<file path="src/rtl/dm_arb_pkg.sv">
// Shared types and defaults for the data-memory access arbiter.
package dm_arb_pkg;

  localparam int unsigned DM_AW    = 16;
  localparam int unsigned DM_DW    = 16;
  localparam int unsigned STARVE_W = 4;

  // Which requester owns the DM port in a given cycle.
  typedef enum logic [1:0] {
    OWN_NONE = 2'b00,
    OWN_MEM  = 2'b01,
    OWN_AUX  = 2'b10
  } owner_t;

  // Tag carried alongside each DM access until its read data returns.
  typedef struct packed {
    logic   is_read;
    owner_t owner;
  } rd_tag_t;

  // True when a returning tag is a read belonging to the given owner.
  function automatic logic tag_hits(input rd_tag_t t, input owner_t o);
    return t.is_read && (t.owner == o);
  endfunction

endpackage

</file>
<file path="src/rtl/dm_arb_starve_ctr.sv">
// Saturating count of consecutive cycles the AUX requester was denied.
// Asserts forced once the count reaches max while the request is still up.
import dm_arb_pkg::*;

module dm_arb_starve_ctr (
  input  logic                clk,
  input  logic                rst_n,
  input  logic                req,
  input  logic                gnt,
  input  logic [STARVE_W-1:0] max,
  output logic [STARVE_W-1:0] cnt,
  output logic                forced
);

  logic [STARVE_W-1:0] r_cnt;

  // Count denied cycles; any grant or dropped request restarts the count.
  always_ff @(posedge clk) begin
    if (!rst_n) begin
      r_cnt <= '0;
    end else if (gnt || !req) begin
      r_cnt <= '0;
    end else if (r_cnt != max) begin
      r_cnt <= r_cnt + 1'b1;
    end
  end

  assign cnt    = r_cnt;
  assign forced = req && (r_cnt == max);

endmodule

</file>
<file path="src/rtl/dm_access_arbiter.sv">
// Shares the single-ported data memory between the pipeline MEM stage
// (priority) and the AUX loader/debug port, with a starvation override
// and owner-tagged read-data return.
import dm_arb_pkg::*;

module dm_access_arbiter #(
  parameter int unsigned AW         = DM_AW,
  parameter int unsigned DW         = DM_DW,
  parameter int unsigned STARVE_MAX = 4,
  parameter int unsigned RD_LAT     = 1
) (
  input  logic          clk,
  input  logic          rst_n,
  input  logic [AW-1:0] mem_addr,
  input  logic [DW-1:0] mem_wdata,
  input  logic          mem_re,
  input  logic          mem_we,
  output logic          mem_stall,
  output logic          mem_rvalid,
  output logic [DW-1:0] mem_rdata,
  input  logic          aux_req,
  input  logic          aux_we,
  input  logic [AW-1:0] aux_addr,
  input  logic [DW-1:0] aux_wdata,
  output logic          aux_gnt,
  output logic          aux_rvalid,
  output logic [DW-1:0] aux_rdata,
  output logic [AW-1:0] dm_addr,
  output logic [DW-1:0] dm_in,
  output logic          dm_re,
  output logic          dm_we,
  input  logic [DW-1:0] dm_out
);

  localparam logic [STARVE_W-1:0] LP_STARVE_MAX = STARVE_W'(STARVE_MAX);

  logic                w_mem_act;
  logic                w_mem_rd;
  logic                w_aux_rd;
  logic                w_force;
  logic [STARVE_W-1:0] w_starve_cnt;
  owner_t              w_owner;
  rd_tag_t             w_tag_in;
  rd_tag_t             w_tag_out;
  logic                w_aux_ret;

  rd_tag_t [RD_LAT-1:0] r_tag_pipe;
  logic [DW-1:0]        r_aux_rdata;
  logic                 r_aux_rvalid;

  // A simultaneous read and write from MEM is treated as a write only.
  assign w_mem_act = mem_re | mem_we;
  assign w_mem_rd  = mem_re & ~mem_we;
  assign w_aux_rd  = ~aux_we;

  dm_arb_starve_ctr u_starve (
    .clk    (clk),
    .rst_n  (rst_n),
    .req    (aux_req),
    .gnt    (aux_gnt),
    .max    (LP_STARVE_MAX),
    .cnt    (w_starve_cnt),
    .forced (w_force)
  );

  // Pick the DM owner: a starved AUX beats MEM, otherwise MEM beats AUX.
  always_comb begin
    w_owner = OWN_NONE;
    if (w_force) begin
      w_owner = OWN_AUX;
    end else if (w_mem_act) begin
      w_owner = OWN_MEM;
    end else if (aux_req) begin
      w_owner = OWN_AUX;
    end
  end

  // Steer the winning requester onto the DM port and report grant/stall.
  always_comb begin
    dm_addr   = '0;
    dm_in     = '0;
    dm_re     = 1'b0;
    dm_we     = 1'b0;
    aux_gnt   = 1'b0;
    mem_stall = 1'b0;
    w_tag_in  = '{is_read: 1'b0, owner: OWN_NONE};
    case (w_owner)
      OWN_MEM: begin
        dm_addr  = mem_addr;
        dm_in    = mem_wdata;
        dm_re    = w_mem_rd;
        dm_we    = mem_we;
        w_tag_in = '{is_read: w_mem_rd, owner: OWN_MEM};
      end
      OWN_AUX: begin
        dm_addr   = aux_addr;
        dm_in     = aux_wdata;
        dm_re     = w_aux_rd;
        dm_we     = aux_we;
        aux_gnt   = 1'b1;
        mem_stall = w_mem_act;
        w_tag_in  = '{is_read: w_aux_rd, owner: OWN_AUX};
      end
      default: ;
    endcase
  end

  // Tag shift register: one stage per cycle of DM read latency.
  // Split by depth so the single-stage case needs no part-select.
  generate
    if (RD_LAT == 1) begin : g_lat1
      always_ff @(posedge clk) begin
        if (!rst_n) begin
          r_tag_pipe <= '0;
        end else begin
          r_tag_pipe <= w_tag_in;
        end
      end
    end else begin : g_latn
      always_ff @(posedge clk) begin
        if (!rst_n) begin
          r_tag_pipe <= '0;
        end else begin
          r_tag_pipe <= {r_tag_pipe[RD_LAT-2:0], w_tag_in};
        end
      end
    end
  endgenerate

  assign w_tag_out = r_tag_pipe[RD_LAT-1];
  assign w_aux_ret = tag_hits(w_tag_out, OWN_AUX);

  // MEM read data passes straight through in the cycle DM presents it.
  assign mem_rvalid = tag_hits(w_tag_out, OWN_MEM);
  assign mem_rdata  = dm_out;

  // Capture AUX read data; the valid pulse follows the cycle it lands.
  always_ff @(posedge clk) begin
    if (!rst_n) begin
      r_aux_rdata  <= '0;
      r_aux_rvalid <= 1'b0;
    end else begin
      r_aux_rvalid <= w_aux_ret;
      if (w_aux_ret) begin
        r_aux_rdata <= dm_out;
      end
    end
  end

  assign aux_rdata  = r_aux_rdata;
  assign aux_rvalid = r_aux_rvalid;

endmodule
</file>
<file path="config.mk">
export PLATFORM = sky130hd
export DESIGN_NAME = dm_access_arbiter
export DESIGN_NICKNAME = d
export VERILOG_FILES = /design/src/rtl/dm_arb_pkg.sv /design/src/rtl/dm_arb_starve_ctr.sv /design/src/rtl/dm_access_arbiter.sv
export SDC_FILE = /design/constraint.sdc
export NUM_CORES = 1
export LEC_CHECK = 0
export BUFFER_PORTS_ARGS = -buffer_cell sky130_fd_sc_hd__buf_2
export CAP_MARGIN = 20
export CELL_PAD_IN_SITES_DETAIL_PLACEMENT = 1
export CELL_PAD_IN_SITES_GLOBAL_PLACEMENT = 1
export CORE_MARGIN = 5
export CORE_UTILIZATION = 20
export DETAILED_ROUTE_END_ITERATION = 6
export PLACE_DENSITY = 0.77
export SLEW_MARGIN = 20
export SYNTH_ARGS = -nofsm -noshare
export SYNTH_HDL_FRONTEND = slang
export SYNTH_SLANG_ARGS = --single-unit
</file>
<file path="constraint.sdc">
create_clock -name clk -period 1.94 [get_ports clk]
set_clock_uncertainty 0.2 [all_clocks]
set_input_delay 0.388 -clock clk [delete_from_list [all_inputs] [get_ports clk]]
set_output_delay 0.388 -clock clk [all_outputs]
set_load 0.05 [all_outputs]
</file>
# Yosys cells after proc, flatten, opt, wreduce, memory -nomap -nowiden
# Index checks and enable logic that the tools add are counted.
# word_totals
ff_bits	24
output_inout_bits	70
# classes
n_addsub	1
n_eq_ne	6
muxes	10
n_bitwise	5
reduce_logical	6
# ops
op	count
$pmux 16 s2	2
$mux 2	3
$pmux 3 s2	1
$add 4x1->4 const B	1
$eq 2x1->1 const B	2
$eq 2x2->1 const B	2
$eq 4x3->1 const B	1
$ne 4x3->1 const B	1
$pmux 1 s2	2
$logic_and 1x1->1	3
$not 1->1	3
$mux 1	2
$reduce_or 2->1	1
$and 1x1->1	1
$logic_not 1->1	1
$logic_or 1x1->1	1
$or 1x1->1	1

# Depth between registers and ports, before layout
# logic_depth
ltp_word	7
ltp_mapped	8
depth_no_buf	5

# Hierarchy
# Synthesis repeated with hierarchy kept, for this count alone.
# unflattened
hier_cells	215
area_unflattened_um2	1672.9
# modules_own_cells
mod	instances	cells_per_inst	area_per_inst_um2	seq_area_each_um2
dm_access_arbiter	1	191	1441.4	400.4
dm_arb_starve_ctr	1	24	231.5	80.1

# Least setup slack after synthesis
# Ideal clock, no wire load.
# synth_timing
path_kind	reg-to-output
start	register u_starve.r_cnt[0], in the netlist u_starve.cnt[0]
end	output dm_addr[0]
t_arrival_ps	1722
required_time_ps	1352
setup_slack_ps	-370
path_stages_with_launch	8
n_path_buf	2
cell_sequence	dfxtp_1 -> inv_1 -> ha_1 -> and3b_1 -> buf_6 -> a21oi_4 -> buf_2 -> a22o_1
# synth_via
elab_chain_len	5
elab_cells_between_ends	6
classes_between	eq/ne: 3; mux: 2; reduce/logical: 1
# synth_lines
element	line	rtl
start, declared	dm_arb_starve_ctr.sv:15	logic [STARVE_W-1:0] r_cnt;
start signal, assigned	dm_arb_starve_ctr.sv:24	r_cnt <= r_cnt + 1'b1;
$eq 4x3->1 (*)	dm_arb_starve_ctr.sv:29	assign forced = req && (r_cnt == max);
$logic_and 1x1->1 (*)	dm_arb_starve_ctr.sv:29	
$mux 2 (*)	dm_access_arbiter.sv:69	if (w_force) begin
$eq 2x2->1 / $eq 2x1->1 (equally long branches)	dm_access_arbiter.sv:87	case (w_owner)
$pmux 16 s2 (*)	dm_access_arbiter.sv:87	
end, declared	dm_access_arbiter.sv:28	output logic [AW-1:0] dm_addr,
# Every way passes the cells marked *; elsewhere a longest branch is shown, timed or not.

# Worst setup path after layout
# layout_timing
start	register u_starve.r_cnt[0], in the netlist u_starve.cnt[0]
end	output dm_in[10]
# layout_via
elab_chain_len	5
elab_cells_between_ends	6
classes_between	eq/ne: 3; mux: 2; reduce/logical: 1
# layout_lines
element	line	rtl
$eq 4x3->1 (*)	dm_arb_starve_ctr.sv:29	
$logic_and 1x1->1 (*)	dm_arb_starve_ctr.sv:29	
$mux 2 (*)	dm_access_arbiter.sv:69	
$eq 2x2->1 / $eq 2x1->1 (equally long branches)	dm_access_arbiter.sv:87	
$pmux 16 s2 (*)	dm_access_arbiter.sv:87	
end, declared	dm_access_arbiter.sv:29	output logic [DW-1:0] dm_in,
# Marks and branches as above.

==> flow_metrics.py <==
metrics = {
    "run_status": {
        "outcome": "complete, but fails checks",
        "violations": "setup timing",
    },
    "cells_and_area": {
        "fin_nets": 420,
        "register_area_um2": 483,
        "area_delta_synth_final_pct": 113,
        "fillers": 850,
        "diodes": 0,
        "multi_input_comb_area_um2": 1050,
        "drive_above_1_share_pct": 71.0,
    },
    "route": {
        "vias": 1886,
        "drc": 0,
        "routed_wl_mm": 7.18,
        "drtAntennaViolNets": 0,
        "dr.pass1.iters": 4,
        "viasPerCell": 4.39,
        "drtIter0Drc": 45,
        "wire_per_inst_um": 16.7,
    },
    "floorplanning": {
        "start_util_pct": 20.5,
        "num_rows": 31,
        "die_x_um": 96.2,
        "fp.dieH_um": 96.2,
        "pin_count": 156,
        "core_area_um2": 7250,
        "die-area_um2": 9250,
    },
    "power_and_ir_drop": {
        "switchingPower_uw": 607,
        "p_int_mw": 1.03,
        "p_comb_share_pct": 48.8,
        "p_clk_share_pct": 20.5,
        "power_density_nw_per_um2": 519,
        "irDropWorstVdd_mv": 0.247,
        "p_seq_share_pct": 30.7,
        "leakagePower_nw": 1.57,
        "switching_share_pct": 37.1,
    },
    "clocking": {
        "clk-insertion-delay-late_ps": 260,
        "hold_buffers": 0,
        "htreeDepth": 1,
        "cts.clk_slew.worst_paths_ps": 90,
        "clock-root-buffer": "clkbuf_8",
        "tritoncts": "done",
        "cts.sinks": 24,
        "cts_buffers": 3,
        "clock_path_buffers": 2,
    },
    "global_routing": {
        "gr-usage-all-layers_pct": 14.1,
        "antenna_found_initial": 0,
        "grt_overflow": 0,
        "grt_pass1_wl_mm": 10.1,
        "grt_max_degree": 23,
        "grt_pass1_vias": 2090,
    },
    "timing": {
        "fin_crit_ps": 2530,
        "fmax_ghz": 0.396,
        "period_share_pct": 130,
        "setup_slack_ps": -585,
        "setup_viol": 36,
        "slew_headroom_pct": 76.2,
        "slew_viol_final": 0,
        "hold_violations": 0,
        "setup_tns_ps": -19460,
        "tightest_slew_ps": 358,
        "rsz0062_at_grt": "true",
    },
    "critical_path": {
        "r2r_slack_ps": 220,
        "critical_path_required_ps": 1350,
        "rr_worst_depth": 7,
        "critPathMaxFanout": 7,
        "timing.critical_path.arrival_ps": 1940,
        "critPathKind": "reg -> out",
        "cp-start-kind": "flip-flop",
        "reg2reg_from": "u_starve.cnt[0]",
        "r2r_end": "r_tag_pipe[1]",
        "crit_path_end_kind": "primary output",
    },
    "place": {
        "gp_congestion": 0.713,
        "dp_slack_ps": -820,
        "dp_hpwl_mm": 5.21,
        "io_buffers": 155,
    },
    "worst_hold_path": {
        "hold_class": "in -> reg",
        "holdCritStartpoint": "dm_out[11]",
        "min_path_cells": 3,
        "hold_end": "aux_rdata[11]",
    },
    "run": {
        "maxCapViolCount": 0,
    },
    "logic_synthesis": {
        "ys_seq_area_share_pct": 32.4,
        "ys_seq_elements": 24,
        "synth_cell_types": 27,
        "yosysWarnings": 0,
        "syn_inst": 170,
        "synth.net_count": 258,
        "syn_avg_cell_area_um2": 8.74,
        "synth_area_um2": 1490,
    },
}
## flip-flops by register name, summed over array words and instances, names as in the netlist
signal and flops:
aux_rdata 16, aux_rvalid 1, r_tag_pipe 3, u_starve.cnt 4
## power by group through the flow
stage	combinational, mW	sequential, mW	clock [mW]
floorplan	0.443	0.519	0
global placement	0.616	0.514	0
detailed placement	0.622	0.514	0
CTS	0.729	0.503	0.354
global route	0.836	0.504	0.377
finish	0.799	0.503	0.337
## how the worst max path moves through the flow
stage,start,end,slack [ps],cells past startpoint
6_report,u_starve.cnt[0],dm_in[10],-590,8
4_1_cts,u_starve.cnt[0],dm_in[10],-610,9
2_1_floorplan,u_starve.cnt[1],dm_addr[1],-200,8
3_5_place_dp,u_starve.cnt[0],dm_addr[6],-820,6
3_3_place_gp,u_starve.cnt[0],dm_addr[6],-780,6
5_1_grt,u_starve.cnt[0],dm_in[10],-660,8
## stage by stage
step                util, %  total power, mW  instance area [µm²]  instances  hold WS [ps]
floorplan                 -            0.962                 1650        170           256
global placement       34.1             1.13                 2480        412           248
detailed placement     34.1             1.14                 2480        412           253
CTS                    39.5             1.59                 2860        423           175
global route           43.5             1.72                 3160        430           184
finish                 43.5             1.64                 3160        430           177
## cells in the mapped netlist, drive strengths merged
master	instances	share of area (%)
clkbuf	3	0.76
a32o	2	1.3
ha	2	1.7
nand3b	2	1.0
nand2	37	9.4
o211a	1	0.67
mux2i	1	0.67
a41o	1	0.67
a22o	32	19
nor2	5	1.3
and3b	3	1.8
o21a	1	0.51
nand3	1	0.34
nor2b	1	0.42
dfxtp	24	32
inv	3	0.76
buf	26	14
a21boi	16	8.1
and2	3	1.3
nand4b	1	0.59
xnor2	2	1.2
a21oi	3	1.8
## critical path, stage by stage (launching register included)
cell and delay (ps):
dfxtp_2 350, inv_2 50, ha_4 150, and3b_2 210, buf_6 130, o21a_4 250
clkbuf_16 180, a22o_4 220, buf_8 150
## cells in the final DEF (no fill, tap or decap)
master       n
a21boi_0    16
a21oi_1      2
a21oi_4      2
a22o_2       7
a22o_4      25
a32o_2       2
a41o_1       1
and2_1       3
and3b_1      2
and3b_2      1
buf_12       4
buf_16       1
buf_2      119
buf_4       20
buf_6       17
buf_8       21
clkbuf_16    3
clkbuf_8     4
dfxtp_1     22
dfxtp_2      2
ha_1         1
ha_4         1
inv_1        1
inv_2        2
mux2i_1      1
nand2_1     36
nand2_4      1
nand3_1      1
nand3b_1     2
nand4b_1     1
nor2_1       3
nor2_2       1
nor2_4       1
nor2b_1      1
o211a_1      1
o21a_4       1
xnor2_1      2
## per-layer routing
layer	share of wire, %	GRT usage [%]
met5	0	0
met4	1.2	3.55
met3	12	4.69
met2	53	27.2
met1	34	14.2
## area by class of cell
type	count	share of cell area, %
repair buffers	185	45.4
multi-input cells	115	33.2
flip-flops and latches	24	15.3
well taps	99	3.92
clock buffers	4	1.74
inverters	3	0.357
## repair_timing
action	in CTS	in global routing
setup endpoints to repair	37	36
cloned	2	3
setup buffers	5	5
resized for setup	74	40
pin swaps	3	11
## cell families (layout without fill, tap and decap cells)
| family | Yosys count | count (layout) | share of synthesized area, % |
|---|---|---|---|
| compound gates | 56 | 57 | 32.3 |
| xor+xnor | 2 | 2 | 1.18 |
| fa+ha+maj | 2 | 2 | 1.68 |
| buf+inv | 32 | 192 | 15.8 |
| flops | 24 | 24 | 32.4 |
| mux | 1 | 1 | 0.674 |
| simple gates | 53 | 53 | 16.0 |
Note: power is estimated with default switching activity, not from simulation.
